## config.mk

```make
export PLATFORM = sky130hd
export DESIGN_NAME = instr_encoder_loader_flat
export DESIGN_NICKNAME = d
export VERILOG_FILES = /design/src/rtl/instr_encoder_loader_if.sv /design/src/rtl/instr_encoder_loader.sv /design/src/flat_wrapper.sv
export SDC_FILE = /design/constraint.sdc
export NUM_CORES = 1
export LEC_CHECK = 0
export CORE_MARGIN = 10
export CORE_UTILIZATION = 32
export CTS_CLUSTER_SIZE = 16
export DETAILED_ROUTE_END_ITERATION = 8
export PLACE_DENSITY_LB_ADDON = 0.08
export SYNTH_ARGS = -nofsm -noshare
export SYNTH_HDL_FRONTEND = slang
export SYNTH_SLANG_ARGS = --single-unit
```

## constraint.sdc

```tcl
create_clock -name clk -period 2.8 [get_ports clk]
set_clock_uncertainty 0.1 [all_clocks]
set_input_delay 0.56 -clock clk [delete_from_list [all_inputs] [get_ports clk]]
set_output_delay 0.56 -clock clk [all_outputs]
set_load 0.1 [all_outputs]
```

## src/rtl/instr_encoder_loader_if.sv

```systemverilog
// Tuple-in / imem-write-out bundle for the RV32I field-to-word encoder.
// The master side drives tuples and start; the slave side is the encoder.
interface instr_encoder_loader_if #(
    parameter int ADDR_W = 10
);
    logic              start;
    logic              in_valid;
    logic              in_ready;
    logic              in_last;
    logic [2:0]        fmt;
    logic [6:0]        opcode;
    logic [2:0]        funct3;
    logic [6:0]        funct7;
    logic [4:0]        rd;
    logic [4:0]        rs1;
    logic [4:0]        rs2;
    logic [31:0]       imm;
    logic              imem_we;
    logic [ADDR_W-1:0] imem_addr;
    logic [31:0]       imem_wdata;
    logic [ADDR_W:0]   count;
    logic              busy;
    logic              done;
    logic [1:0]        err;

    modport master (
        output start, in_valid, in_last, fmt, opcode, funct3, funct7, rd, rs1, rs2, imm,
        input  in_ready, imem_we, imem_addr, imem_wdata, count, busy, done, err
    );

    modport slave (
        input  start, in_valid, in_last, fmt, opcode, funct3, funct7, rd, rs1, rs2, imm,
        output in_ready, imem_we, imem_addr, imem_wdata, count, busy, done, err
    );
endinterface

```

## src/rtl/instr_encoder_loader.sv

```systemverilog
// RV32I field-to-word encoder: range-checks each tuple, packs it into a
// 32-bit instruction and writes it to consecutive imem word addresses.
module instr_encoder_loader #(
    parameter int ADDR_W    = 10,
    parameter int BASE_ADDR = 0,
    parameter int DEPTH     = 1024
) (
    input  logic clk,
    input  logic rst_n,
    instr_encoder_loader_if.slave bus
);
    typedef enum logic [1:0] {
        S_IDLE,
        S_RUN,
        S_DONE
    } state_e;

    localparam logic [ADDR_W-1:0] BASE_C    = ADDR_W'(BASE_ADDR);
    localparam logic [ADDR_W-1:0] PTR_ONE   = {{(ADDR_W-1){1'b0}}, 1'b1};
    localparam logic [ADDR_W:0]   CNT_ONE   = {{ADDR_W{1'b0}}, 1'b1};
    localparam logic [ADDR_W:0]   DEPTH_C   = (ADDR_W+1)'(DEPTH);
    localparam logic [ADDR_W+1:0] DEPTH_W2  = (ADDR_W+2)'(DEPTH);

    state_e            state_q, state_d;
    logic [ADDR_W-1:0] ptr_q, ptr_d;
    logic [ADDR_W:0]   count_q, count_d;
    logic [1:0]        err_q, err_d;
    logic              wr_valid_q, wr_valid_d;
    logic [31:0]       wr_data_q, wr_data_d;
    logic              last_pend_q, last_pend_d;

    logic [31:0]       word;
    logic              imm_ok;
    logic [31:0]       imm;
    logic [ADDR_W+1:0] fill;
    logic [ADDR_W:0]   count_inc;
    logic              in_ready;
    logic              accept;

    assign imm       = bus.imm;
    assign fill      = {1'b0, count_q} + {{(ADDR_W+1){1'b0}}, wr_valid_q};
    assign count_inc = count_q + CNT_ONE;
    // Words already pending count against DEPTH so the session never overshoots.
    assign in_ready  = (state_q == S_RUN) && !last_pend_q && (fill < DEPTH_W2);
    assign accept    = bus.in_valid && in_ready;

    always_comb begin
        word   = 32'd0;
        imm_ok = 1'b0;
        case (bus.fmt)
            3'd0: begin
                word   = {bus.funct7, bus.rs2, bus.rs1, bus.funct3, bus.rd, bus.opcode};
                imm_ok = 1'b1;
            end
            3'd1: begin
                word   = {imm[11:0], bus.rs1, bus.funct3, bus.rd, bus.opcode};
                imm_ok = (&imm[31:11]) || (~|imm[31:11]);
            end
            3'd2: begin
                word   = {imm[11:5], bus.rs2, bus.rs1, bus.funct3, imm[4:0], bus.opcode};
                imm_ok = (&imm[31:11]) || (~|imm[31:11]);
            end
            3'd3: begin
                word   = {imm[12], imm[10:5], bus.rs2, bus.rs1, bus.funct3,
                          imm[4:1], imm[11], bus.opcode};
                imm_ok = !imm[0] && ((&imm[31:12]) || (~|imm[31:12]));
            end
            3'd4: begin
                word   = {imm[31:12], bus.rd, bus.opcode};
                imm_ok = (imm[11:0] == 12'd0);
            end
            3'd5: begin
                word   = {imm[20], imm[10:1], imm[11], imm[19:12], bus.rd, bus.opcode};
                imm_ok = !imm[0] && ((&imm[31:20]) || (~|imm[31:20]));
            end
            default: begin
                word   = 32'd0;
                imm_ok = 1'b0;
            end
        endcase
    end

    always_comb begin
        state_d     = state_q;
        ptr_d       = ptr_q;
        count_d     = count_q;
        err_d       = err_q;
        wr_valid_d  = 1'b0;
        wr_data_d   = wr_data_q;
        last_pend_d = 1'b0;
        case (state_q)
            S_IDLE: begin
                if (bus.start) begin
                    state_d = S_RUN;
                    ptr_d   = BASE_C;
                    count_d = '0;
                    err_d   = 2'b00;
                end
            end
            S_RUN: begin
                if (wr_valid_q) begin
                    ptr_d   = ptr_q + PTR_ONE;
                    count_d = count_inc;
                end
                if (accept) begin
                    wr_valid_d  = imm_ok;
                    wr_data_d   = word;
                    last_pend_d = bus.in_last;
                    if (!imm_ok) begin
                        err_d[0] = 1'b1;
                    end
                end
                // A pending last closes the session even if its tuple was rejected.
                if (last_pend_q) begin
                    state_d = S_DONE;
                end else if (wr_valid_q && (count_inc == DEPTH_C)) begin
                    err_d[1] = 1'b1;
                    state_d  = S_DONE;
                end
            end
            S_DONE: begin
                state_d = S_IDLE;
            end
            default: begin
                state_d = S_IDLE;
            end
        endcase
    end

    always_ff @(posedge clk) begin
        if (!rst_n) begin
            state_q     <= S_IDLE;
            ptr_q       <= BASE_C;
            count_q     <= '0;
            err_q       <= 2'b00;
            wr_valid_q  <= 1'b0;
            wr_data_q   <= 32'd0;
            last_pend_q <= 1'b0;
        end else begin
            state_q     <= state_d;
            ptr_q       <= ptr_d;
            count_q     <= count_d;
            err_q       <= err_d;
            wr_valid_q  <= wr_valid_d;
            wr_data_q   <= wr_data_d;
            last_pend_q <= last_pend_d;
        end
    end

    assign bus.in_ready   = in_ready;
    assign bus.imem_we    = wr_valid_q;
    assign bus.imem_addr  = ptr_q;
    assign bus.imem_wdata = wr_data_q;
    assign bus.count      = count_q;
    assign bus.busy       = (state_q == S_RUN);
    assign bus.done       = (state_q == S_DONE);
    assign bus.err        = err_q;
endmodule

```

## src/flat_wrapper.sv

```systemverilog
// flat-port wrapper written by rule: the top's interface ports become plain ports
module instr_encoder_loader_flat 
#(
    parameter int ADDR_W    = 10,
    parameter int BASE_ADDR = 0,
    parameter int DEPTH     = 1024
)
  (clk, rst_n, bus_start, bus_in_valid, bus_in_last, bus_fmt, bus_opcode, bus_funct3, bus_funct7, bus_rd, bus_rs1, bus_rs2, bus_imm, bus_in_ready, bus_imem_we, bus_imem_addr, bus_imem_wdata, bus_count, bus_busy, bus_done, bus_err);
  instr_encoder_loader_if #(.ADDR_W(ADDR_W)) bus_i ();
  input  logic clk;
  input  logic rst_n;
  input wire logic [$bits(bus_i.start)-1:0] bus_start;
  input wire logic [$bits(bus_i.in_valid)-1:0] bus_in_valid;
  input wire logic [$bits(bus_i.in_last)-1:0] bus_in_last;
  input wire logic [$bits(bus_i.fmt)-1:0] bus_fmt;
  input wire logic [$bits(bus_i.opcode)-1:0] bus_opcode;
  input wire logic [$bits(bus_i.funct3)-1:0] bus_funct3;
  input wire logic [$bits(bus_i.funct7)-1:0] bus_funct7;
  input wire logic [$bits(bus_i.rd)-1:0] bus_rd;
  input wire logic [$bits(bus_i.rs1)-1:0] bus_rs1;
  input wire logic [$bits(bus_i.rs2)-1:0] bus_rs2;
  input wire logic [$bits(bus_i.imm)-1:0] bus_imm;
  output wire logic [$bits(bus_i.in_ready)-1:0] bus_in_ready;
  output wire logic [$bits(bus_i.imem_we)-1:0] bus_imem_we;
  output wire logic [$bits(bus_i.imem_addr)-1:0] bus_imem_addr;
  output wire logic [$bits(bus_i.imem_wdata)-1:0] bus_imem_wdata;
  output wire logic [$bits(bus_i.count)-1:0] bus_count;
  output wire logic [$bits(bus_i.busy)-1:0] bus_busy;
  output wire logic [$bits(bus_i.done)-1:0] bus_done;
  output wire logic [$bits(bus_i.err)-1:0] bus_err;
  assign bus_i.start = bus_start;
  assign bus_i.in_valid = bus_in_valid;
  assign bus_i.in_last = bus_in_last;
  assign bus_i.fmt = bus_fmt;
  assign bus_i.opcode = bus_opcode;
  assign bus_i.funct3 = bus_funct3;
  assign bus_i.funct7 = bus_funct7;
  assign bus_i.rd = bus_rd;
  assign bus_i.rs1 = bus_rs1;
  assign bus_i.rs2 = bus_rs2;
  assign bus_i.imm = bus_imm;
  assign bus_in_ready = bus_i.in_ready;
  assign bus_imem_we = bus_i.imem_we;
  assign bus_imem_addr = bus_i.imem_addr;
  assign bus_imem_wdata = bus_i.imem_wdata;
  assign bus_count = bus_i.count;
  assign bus_busy = bus_i.busy;
  assign bus_done = bus_i.done;
  assign bus_err = bus_i.err;
  instr_encoder_loader #(.ADDR_W(ADDR_W), .BASE_ADDR(BASE_ADDR), .DEPTH(DEPTH)) u_core (.clk(clk), .rst_n(rst_n), .bus(bus_i));
endmodule
```

# Yosys cells after proc, flatten, opt, wreduce, memory -nomap -nowiden
# Index checks and enable logic that the tools add are counted.
[word_totals]
ff_bits = 59
input_bits = 72
output_inout_bits = 59
wordCells = 76
[classes]
n_addsub = 3
order_cmp = 1
n_eq_ne = 15
mux = 18
reduce_logical = 31
[op_table]
columns = ["cell", "n"]
rows = [
  ["case mux 32 bit (6 select lines)", 1],
  ["2-to-1 mux 11 bit", 2],
  ["case mux 11 bit (2 select lines)", 1],
  ["AND reduction 21 bit", 1],
  ["OR reduction 21 bit", 1],
  ["2-to-1 mux 10 bit", 2],
  ["case mux 10 bit (2 select lines)", 1],
  ["AND reduction 20 bit", 1],
  ["OR reduction 20 bit", 1],
  ["adder 11 x 1 -> 12 bit", 1],
  ["zero test 12 bit", 1],
  ["less-than comparator 12 x 11 -> 1 bit, second input constant", 1],
  ["AND reduction 12 bit", 1],
  ["OR reduction 12 bit", 1],
  ["adder 11 x 1 -> 11 bit, second input constant", 1],
  ["== test 11 bit, second input constant", 1],
  ["adder 10 x 1 -> 10 bit, second input constant", 1],
  ["2-to-1 mux 2 bit", 4],
  ["case mux 2 bit (2 select lines)", 2],
  ["AND reduction 4 bit", 2],
  ["== test 3 x 2 -> 1 bit, second input constant", 2],
  ["== test 3 bit, second input constant", 2],
  ["logical AND 1 bit", 6],
  ["!= test 2 x 1 -> 1 bit, second input constant", 3],
  ["15 further kinds", 28],
]

# Logic depth before layout (Yosys ltp)
# Gate-level depths: netlist of the first run.
[depth]
word_depth = 8
depth_mapped = 8
ltp_nobuf = 6

# Worst setup path before layout of the first run
# No wires, ideal clock.
[synth_path]
kind = "register to output"
start = "register u_core.count_q[4], in the netlist u_core.bus.count[4]"
end = "output bus_in_ready"
arrival_time_ns = 3.841
required_ns = 2.140
setup_slack_ns = -1.701
stages_incl_launch_ff = 6
n_path_buf = 1
path_cell_list = "dfxtp_1 -> clkbuf_1 -> nand3_1 -> nor2_1 -> and3_1 -> a311oi_1"
[synth_between]
elab_chain_len = 3
[synth_lines]
columns = ["element", "line", "source"]
rows = [
  ["from (decl)", "instr_encoder_loader.sv:26", "logic [ADDR_W:0] count_q, count_d;"],
  ["from (signal assigned)", "instr_encoder_loader.sv:142", "count_q <= count_d;"],
  ["adder 11 x 1 -> 12 bit", "instr_encoder_loader.sv:41", "assign fill = {1'b0, count_q} + {{(ADDR_W+1){1'b0}}, wr_valid_q};"],
  ["less-than comparator 12 x 11 -> 1 bit", "instr_encoder_loader.sv:44", "assign in_ready = (state_q == S_RUN) && !last_pend_q && (fill < DEPTH_W2);"],
  ["logical AND 1 bit", "instr_encoder_loader.sv:44", ""],
  ["to (decl)", "flat_wrapper.sv:23", "output wire logic [$bits(bus_i.in_ready)-1:0] bus_in_ready;"],
]
# Every way passes these cells.

# Worst setup path after layout of the first run
[layout_path]
start = "register u_core.count_q[2], in the netlist u_core.bus.count[2]"
end = "output bus_in_ready"
# The elaborated chain is that of the path after synthesis.

==> results of run 1 <==
[cell families after synthesis]
logic type	Yosys count	synth area share [%]
XOR/XNOR	14	3.90
AO/OA/AOI/OAI	111	26.3
AND/OR/NAND/NOR	143	23.1
adder cells (fa/ha/maj)	3	1.19
multiplexers	9	2.90
buffers and inverters	35	5.17
flip-flops	59	37.5
[per-stage QoR]
step	util, %	setup slack, ns	setup TNS (ns)	total power [mW]
2_1_floorplan	-	-0.116	-0.116	1.36
3_3_place_gp	46.9	0.295	0	1.61
3_5_place_dp	46.9	0.310	0	1.62
4_1_cts	49.0	0.293	0	2.43
5_1_grt	49.0	0.231	0	2.50
6_report	49.0	0.310	0	2.40
[routing by layer]
| metal | up-vias | global-route usage, % | wire length (um) |
|---|---|---|---|
| met5 | - | 0 | 0 |
| met2 | 110 | 24.6 | 5190 |
| met4 | 0 | 4.89 | 109 |
| met3 | 9 | 6.52 | 987 |
| met1 | 1551 | 18.3 | 4930 |
| li1 | 1671 | - | - |
[layout make-up]
| cell class | count | area, um^2 |
|---|---|---|
| clock inverters | 7 | 76.3 |
| fillers | 973 | 4940 |
| flip-flops and latches | 59 | 1180 |
| multi-input cells | 280 | 1840 |
| clock buffers | 9 | 124 |
| inverters | 8 | 30.0 |
| well taps | 133 | 166 |
| repair buffers | 149 | 1320 |
[power groups by stage]
stage / clock network (mW) / registers (mW) / logic (mW)
5_1_grt: 0.867 / 0.902 / 0.734
2_1_floorplan: 0 / 1.17 / 0.197
4_1_cts: 0.834 / 0.898 / 0.700
3_3_place_gp: 0 / 0.916 / 0.698
6_report: 0.807 / 0.898 / 0.695
3_5_place_dp: 0 / 0.917 / 0.699
[worst min-delay path, delay by kind of cell (launching register included)]
| family | cells | cell delay [ns] |
|---|---|---|
| compound gates | 1 | 0.05 |
| buf+inv | 1 | 0.05 |
| flops | 1 | 0.32 |
[synthesized netlist by cell type (3+ instances only)]
cell	instances	area, um^2
a221o_1	13	130
xnor2_1	5	43.8
dfxtp_1	59	1180
a31oi_1	8	50.1
ha_1	3	37.5
o211a_1	18	180
nor2b_1	8	50.1
mux2i_1	8	80.1
inv_1	7	26.3
nor3b_1	9	67.6
nand2_1	36	135
nor2_1	31	116
o211ai_1	5	37.5
buf_2	4	20.0
nor4_1	9	56.3
xor2_1	9	78.8
a211oi_1	3	22.5
a22oi_1	7	52.6
a221oi_1	7	61.3
nand3_1	13	65.1
clkbuf_1	17	63.8
a311oi_1	3	26.3
nor3_1	8	40.0
nand2b_1	3	18.8
nand4_1	8	50.1
a21oi_1	21	105
buf_6	3	33.8
and3_1	10	62.6
o21ai_0	16	80.1
[path summary, 6_finish.rpt]
kind | startpoint | end | slack, ns | cells past startpoint
max | u_core.bus.count[2] | bus_in_ready | 0.31 | 6
max reg2reg | u_core.state_q[1] | u_core.bus.imem_wdata[14] | 0.44 | 6
min | u_core.last_pend_q | u_core.state_q[1] | 0.35 | 2
min reg2reg | u_core.last_pend_q | u_core.state_q[1] | 0.35 | 2
[state kept, by name, indices dropped and copies added, names as in the netlist]
name	cells
u_core.bus.imem_wdata	32
u_core.bus.count	11
u_core.bus.imem_addr	10
u_core.bus.err	2
u_core.state_q	2
u_core.bus.imem_we	1
u_core.last_pend_q	1
==> results.sh, run 1 <==
export IMPL_run_status="complete, no violations"
export IMPL_ctsHoldBuffers=0
export IMPL_synth_area_per_cell_um2=8.42
export IMPL_placed_cells=629
export IMPL_cts_buffers=9
export IMPL_vias_per_cell=5.18
export IMPL_cts_buffer_depth=2
export IMPL_ios=131
export IMPL_drv_slew=0
export IMPL_fin_area_um2=4740
export IMPL_wl_per_cell_um=17.4
export IMPL_totalWireLength_mm=11.2
export IMPL_seqPwrFrac_pct=37.4
export IMPL_cts_resized=0
export IMPL_final_cell_mix="buf_4 (76), clkdlybuf4s50_1 (71), dfxtp_1 (56)"
export IMPL_die_x_um=119
export IMPL_async_flop_share_pct=0
export IMPL_leakage_nw=2.06
export IMPL_synth_edf_count=0
export IMPL_antenna_cells=0
export IMPL_grt_max_degree=40
export IMPL_rows=36
export IMPL_syn_to_final_growth_pct=50.6
export IMPL_root_buffer="clkbuf_8"
export IMPL_grt_pass1_vias=3483
export IMPL_rsz0062_at_grt="no"
export IMPL_globalplace_congestion=0.824
export IMPL_critPathRequiredTime_ns=2.14
export IMPL_syn_nets=449
export IMPL_ys_seq_area_share_pct=37.5
export IMPL_drc_errors=0
export IMPL_timing_hold_ws_ns=0.352
export IMPL_portBuffers=130
export IMPL_drv_cap=0
export IMPL_start_util_pct=32.5
export IMPL_crit_fanout=9
export IMPL_synthCells=374
export IMPL_p_switching_uw=872
export IMPL_slowest_delay_ns=0.39
export IMPL_worst_path_max_delay_cell="dfxtp_1"
export IMPL_cts_tree="yes"
export IMPL_layout_commonest_cell="buf_4"
export IMPL_pwr_share_comb_pct=29.0
export IMPL_slew_headroom_pct=64.8
export IMPL_synthFlopType="dfxtp_1"
export IMPL_grt_pass1_wl_mm=18.1
export IMPL_end_kind="primary output"
export IMPL_clkLatencyLatePin_ns=0.34
export IMPL_finalNonFillerCells=645
export IMPL_gr_total_overflow=0
export IMPL_cp_top_family="simple AND/OR/NAND/NOR gates"
export IMPL_cp_start_kind="register"
export IMPL_nets=582
export IMPL_drive_gt1_share_pct=19.9
export IMPL_vdd_drop_max_mv=0.241
export IMPL_min_period_ns=2.49
export IMPL_setup_viol=0
export IMPL_path_cells="nand2_1 -> nor2_1 -> buf_4 -> and3_1 -> a311oi_4 -> buf_12"
export IMPL_path_buf_inv=2
export IMPL_power_internal_mw=1.53
export IMPL_p_sw_share_pct=36.3
export IMPL_core_area_um2=9680
export IMPL_finalCritPeriodShare_pct=88.9
export IMPL_cts_sinks=59
export IMPL_dp_hpwl_mm=8.54
export IMPL_hold_class="register to register"
export IMPL_ys_types=48
export IMPL_die_y_um=119
export IMPL_postCtsSetupBuffers=0
export IMPL_p_clk_share_pct=33.6
export IMPL_worstSetupPathType="register to primary output"
export IMPL_timing_final_hold_violations=0
export IMPL_antenna_found_initial=0
export IMPL_clock_fmax_mhz=402
export IMPL_tightest_slew_ns=0.527
export IMPL_drtIter0Drc=184
export IMPL_dr_pass1_iters=4
export IMPL_syn_area_um2=3150
export IMPL_critPathArrivalTime_ns=1.83
export IMPL_ys_warn_count=0
export IMPL_num_vias=3341
export IMPL_clk_pin_slew_ns=0.08
export IMPL_fp_dieArea_um2=14200
export IMPL_placed_area_um2=4540
export IMPL_cts_htree_levels=3
export IMPL_ys_ff_latch=59
export IMPL_p_per_area_nw_per_um2=506
export IMPL_antenna_left=0
export IMPL_grt_total_usage_pct=15.4
Note: power is estimated with default switching activity, not from simulation.
==> run 2, diff against run 1 <==
==> constraint.sdc (replaced) <==
create_clock -name clk -period 2.5 [get_ports clk]
set_clock_uncertainty 0.1 [all_clocks]
set_input_delay 0.5 -clock clk [delete_from_list [all_inputs] [get_ports clk]]
set_output_delay 0.5 -clock clk [all_outputs]
set_load 0.05 [all_outputs]
==> run 2 against run 1 <==
Effect of this change:
- sequential power rose by 12%
- hold slack improved by 0.0089 ns
- power rose by 13%
- critical path depth fell by 5
- worst setup slack got worse by 0.20 ns
- die area did not move
- cell count rose by 0.47%
- non-clock buffer count rose by 3
- first-iteration DRC count fell by 6.5%
- wire length rose by 0.77%
- core utilization rose by 2.2 points
- global-route usage rose by 0.34 points
- critical endpoint is now bus_count[10]
- largest cell class unchanged
==> results.sh, run 2 (synthesis gave the netlist of run 1 again) <==
export IMPL_run_status="complete, no violations"
export IMPL_hold_path_depth=2
export IMPL_grt_total_usage_pct=15.8
export IMPL_r2r_slack_ns=0.22
export IMPL_startpoint="u_core.bus.count[10]"
export IMPL_wl_per_cell_um=17.4
export IMPL_cts_tree="yes"
export IMPL_clock_fmax_mhz=418
export IMPL_rows=36
export IMPL_rr_endpoint="u_core.bus.imem_wdata[22]"
export IMPL_dr_pass1_iters=4
export IMPL_power_mw=2.72
export IMPL_p_switching_uw=795
export IMPL_path_cells="clkdlybuf4s50_1"
export IMPL_end_kind="primary output"
export IMPL_crit_cells=1
export IMPL_crit_fanout=8
export IMPL_cts_htree_levels=3
export IMPL_drtIter0Drc=172
export IMPL_path_buf_inv=1
export IMPL_r2r_start="u_core.state_q[0]"
export IMPL_core_area_um2=9680
export IMPL_cts_buffers=9
export IMPL_grt_pass1_vias=3588
export IMPL_grt_max_degree=33
export IMPL_pre_cts_slack_ns=0.159
export IMPL_num_vias=3401
export IMPL_timing_final_hold_violations=0
export IMPL_fillers=945
export IMPL_worstRegToRegCells=7
export IMPL_gr_total_overflow=0
export IMPL_start_util_pct=32.5
export IMPL_root_buffer="clkbuf_8"
export IMPL_finalNonFillerCells=648
export IMPL_cts_sinks=59
export IMPL_antenna_cells=0
export IMPL_drive_gt1_share_pct=8.74
export IMPL_antenna_found_initial=2
export IMPL_largest_reg_flops=32
export IMPL_final_seq_area_um2=1180
export IMPL_die_y_um=119
export IMPL_clk_pin_slew_ns=0.08
export IMPL_multiInputGateArea_um2=1840
export IMPL_leakage_nw=1.99
export IMPL_ios=131
export IMPL_p_per_area_nw_per_um2=548
export IMPL_cp_start_kind="register"
export IMPL_layout_commonest_cell="clkdlybuf4s50_1"
export IMPL_antenna_left=0
export IMPL_placed_cells=632
export IMPL_globalplace_congestion=0.890
export IMPL_tns_ns=0
export IMPL_p_clk_share_pct=39.7
export IMPL_drc_errors=0
export IMPL_syn_to_final_growth_pct=57.5
export IMPL_cp_top_family="buffers and inverters"
export IMPL_ctsHoldBuffers=0
export IMPL_portBuffers=130
export IMPL_hold_class="register to register"
export IMPL_die_x_um=119
export IMPL_pwr_share_comb_pct=23.3
export IMPL_worst_path_max_delay_cell="clkdlybuf4s50_1"
export IMPL_endpoint="bus_count[10]"
export IMPL_slowest_delay_ns=0.89
export IMPL_p_sw_share_pct=29.3
export IMPL_rsz0062_at_grt="no"
export IMPL_fp_dieArea_um2=14200
export IMPL_slew_headroom_pct=63.7
export IMPL_grt_pass1_wl_mm=18.4
export IMPL_drv_cap=0
export IMPL_drv_slew=0
export IMPL_dp_hpwl_mm=8.51
export IMPL_clkLatencyLatePin_ns=0.34
export IMPL_seqPwrFrac_pct=37.0
export IMPL_critPathArrivalTime_ns=1.79
export IMPL_totalWireLength_mm=11.3
export IMPL_power_internal_mw=1.92
export IMPL_cts_buffer_depth=2
export IMPL_worstSetupPathType="register to primary output"
export IMPL_tightest_slew_ns=0.543
export IMPL_nets=585
export IMPL_min_period_ns=2.39
export IMPL_final_cell_mix="clkdlybuf4s50_1 (128), dfxtp_1 (59), nand2_1 (36)"
export IMPL_finalCritPeriodShare_pct=95.7
export IMPL_critPathRequiredTime_ns=1.90
export IMPL_vdd_drop_max_mv=0.242
export IMPL_worst_slack_ns=0.107
export IMPL_setup_viol=0
export IMPL_vias_per_cell=5.25
run 2: how the worst min path moves through the flow:
stage                                        start  slack, ns                  endpoint
after floorplan                 u_core.last_pend_q       0.32         u_core.state_q[1]
after detailed placement        u_core.last_pend_q       0.34         u_core.state_q[1]
after global placement          u_core.last_pend_q       0.33         u_core.state_q[1]
after CTS                 u_core.bus.imem_wdata[1]       0.36  u_core.bus.imem_wdata[1]
after global routing      u_core.bus.imem_wdata[0]       0.39  u_core.bus.imem_wdata[0]
final                     u_core.bus.imem_wdata[6]       0.36  u_core.bus.imem_wdata[6]
run 2: per-stage QoR:
| stage | hold slack (ns) | utilization (%) | instance area (um^2) |
|---|---|---|---|
| after floorplan | 0.322 | - | 3170 |
| after global placement | 0.333 | 48.7 | 4710 |
| after detailed placement | 0.340 | 48.7 | 4710 |
| after CTS | 0.363 | 51.2 | 4960 |
| after global routing | 0.390 | 51.2 | 4960 |
| final | 0.361 | 51.2 | 4960 |
run 2: power by group through the flow:
| stage | registers (mW) | clock network [mW] | logic (mW) |
|---|---|---|---|
| finish | 1.01 | 1.08 | 0.632 |
| global placement | 1.03 | 0 | 0.633 |
| detailed placement | 1.03 | 0 | 0.635 |
| global route | 1.01 | 1.15 | 0.678 |
| CTS | 1.01 | 1.10 | 0.638 |
| floorplan | 1.16 | 0 | 0.203 |
run 2: layout make-up:
class / count / area share (%)
Clock buffer: 9 / 2.50
Clock inverter: 7 / 2.35
Inverter: 8 / 0.606
Multi-Input combinational cell: 280 / 37.1
Sequential cell: 59 / 23.8
Tap cell: 133 / 3.36
Timing Repair Buffer: 152 / 30.2
run 2: timing repair:
action                     in CTS  in global routing
setup endpoints to repair       1                  0
setup buffers                   0                  0
resized for setup               1                  0
run 2: metal layers:
metal | global-route usage (%) | wire, um | vias to the layer above
met5 | 0 | 9 | -
met4 | 4.96 | 167 | 2
met3 | 7.04 | 930 | 18
met2 | 25.1 | 5030 | 104
met1 | 18.6 | 5170 | 1598
li1 | - | - | 1679
==> run 3, diff against run 2 <==
--- a/config.mk
+++ b/config.mk
@@ -9,6 +9,7 @@
 export CORE_UTILIZATION = 32
 export CTS_CLUSTER_SIZE = 16
 export DETAILED_ROUTE_END_ITERATION = 8
+export MAX_ROUTING_LAYER = met4
 export PLACE_DENSITY_LB_ADDON = 0.08
 export SYNTH_ARGS = -nofsm -noshare
 export SYNTH_HDL_FRONTEND = slang
==> run 3 against run 2 <==
Effect of this change:
- maximum frequency increased by 0.14%
- core utilization increased by 0.052 points
- power decreased by 0.24%
- largest cell class unchanged
==> results.sh, run 3 (synthesis gave the netlist of run 1 again) <==
export IMPL_run_status="complete, no violations"
export IMPL_vias_per_cell=5.24
export IMPL_min_period_ns=2.39
export IMPL_drtIter0Drc=176
export IMPL_clkLatencyLatePin_ns=0.33
export IMPL_rsz0062_at_grt="no"
export IMPL_grt_pass1_wl_mm=18.3
export IMPL_cts_buffers=9
export IMPL_gr_total_overflow=0
export IMPL_hold_class="register to register"
export IMPL_cts_htree_levels=3
export IMPL_rows=36
export IMPL_wl_per_cell_um=17.3
export IMPL_grt_max_degree=33
export IMPL_num_vias=3404
export IMPL_root_buffer="clkbuf_8"
export IMPL_r2r_slack_ns=0.22
export IMPL_final_cell_mix="clkdlybuf4s50_1 (128), dfxtp_1 (59), nand2_1 (36)"
export IMPL_dp_hpwl_mm=8.51
export IMPL_end_kind="primary output"
export IMPL_critPathArrivalTime_ns=1.79
export IMPL_portBuffers=130
export IMPL_use_met1_pct=19.3
export IMPL_r2r_start="u_core.state_q[0]"
export IMPL_slew_headroom_pct=63.5
export IMPL_globalplace_congestion=0.905
export IMPL_leakage_nw=1.99
export IMPL_fin_area_um2=4960
export IMPL_drv_slew=0
export IMPL_tightest_slew_ns=0.546
export IMPL_ios=131
export IMPL_worstRegToRegCells=7
export IMPL_drc_errors=0
export IMPL_drive_gt1_share_pct=8.74
export IMPL_grt_total_usage_pct=16.2
export IMPL_endpoint="bus_count[10]"
export IMPL_layout_commonest_cell="clkdlybuf4s50_1"
export IMPL_cp_start_kind="register"
export IMPL_placed_area_um2=4710
export IMPL_hp_start="u_core.bus.imem_wdata[2]"
export IMPL_setup_viol=0
export IMPL_antenna_found_initial=2
export IMPL_syn_to_final_growth_pct=57.7
export IMPL_clock_fmax_mhz=419
export IMPL_largest_reg_flops=32
export IMPL_drv_cap=0
export IMPL_hold_path_depth=2
export IMPL_die_y_um=119
export IMPL_tns_ns=0
export IMPL_cts_tree="yes"
export IMPL_die_x_um=119
export IMPL_worst_path_max_delay_cell="clkdlybuf4s50_1"
export IMPL_timing_final_hold_violations=0
export IMPL_crit_cells=1
export IMPL_grt_busiest_layer="met2"
export IMPL_antenna_left=0
export IMPL_met3_usage_pct=5.81
export IMPL_final_util_pct=51.3
export IMPL_fillers=944
export IMPL_finalCritPeriodShare_pct=95.6
export IMPL_grt_pass1_vias=3591
export IMPL_clk_pin_slew_ns=0.07
export IMPL_fp_dieArea_um2=14200
export IMPL_rr_endpoint="u_core.bus.imem_wdata[21]"
export IMPL_vdd_drop_max_mv=0.243
export IMPL_nets=585
export IMPL_crit_fanout=8
export IMPL_dr_pass1_iters=4
export IMPL_core_area_um2=9680
export IMPL_start_util_pct=32.5
export IMPL_cts_sinks=59
export IMPL_p_per_area_nw_per_um2=546
export IMPL_grt_util_met2_pct=25.1
export IMPL_startpoint="u_core.bus.count[10]"
export IMPL_worstSetupPathType="register to primary output"
export IMPL_cp_top_family="buffers and inverters"
export IMPL_slowest_delay_ns=0.89
export IMPL_cts_buffer_depth=2
export IMPL_totalWireLength_mm=11.3
export IMPL_critPathRequiredTime_ns=1.90
export IMPL_path_cells="clkdlybuf4s50_1"
export IMPL_path_buf_inv=1
-- run 3: layout make-up --
cell class,count,area [um^2],share of cell area (%)
tap,133,166,3.35
inverter,8,30.0,0.605
antenna,2,5.00,0.101
timing repair buffer,152,1500,30.2
clock buffer,9,124,2.50
sequential,59,1180,23.8
multi-input combinational,280,1840,37.1
clock inverter,7,116,2.34
-- run 3: layer usage --
layer	vias up	share of wire (%)
met4	0	1.4
li1	1685	-
met2	116	45
met3	14	7.1
met5	-	0
met1	1589	47
-- run 3: worst min-delay path by stage --
stage,end
after detailed placement,u_core.state_q[1]
after global placement,u_core.state_q[1]
after CTS,u_core.bus.imem_wdata[1]
after global routing,u_core.bus.imem_wdata[0]
after floorplan,u_core.state_q[1]
final,u_core.bus.imem_wdata[2]
-- run 3: power breakdown --
| group | internal [mW] | total [mW] | switching, mW |
|---|---|---|---|
| registers | 0.982 | 1.01 | 0.0236 |
| clock network | 0.660 | 1.07 | 0.411 |
| logic | 0.278 | 0.632 | 0.354 |
-- run 3: what timing repair did --
item | in CTS | in global routing
endpoints found under the setup margin | 1 | 0
setup buffers | 0 | 0
hold buffers | 0 | 0
resized for setup | 1 | 0
-- run 3: per-stage QoR --
step / hold WS (ns) / instances / setup slack [ns] / power [mW]
after CTS: 0.363 / 648 / 0.0892 / 2.74
after floorplan: 0.322 / 374 / 0.168 / 1.36
after global routing: 0.390 / 650 / 0.0216 / 2.84
after global placement: 0.333 / 632 / 0.150 / 1.66
after detailed placement: 0.340 / 632 / 0.159 / 1.66
final: 0.360 / 650 / 0.111 / 2.71
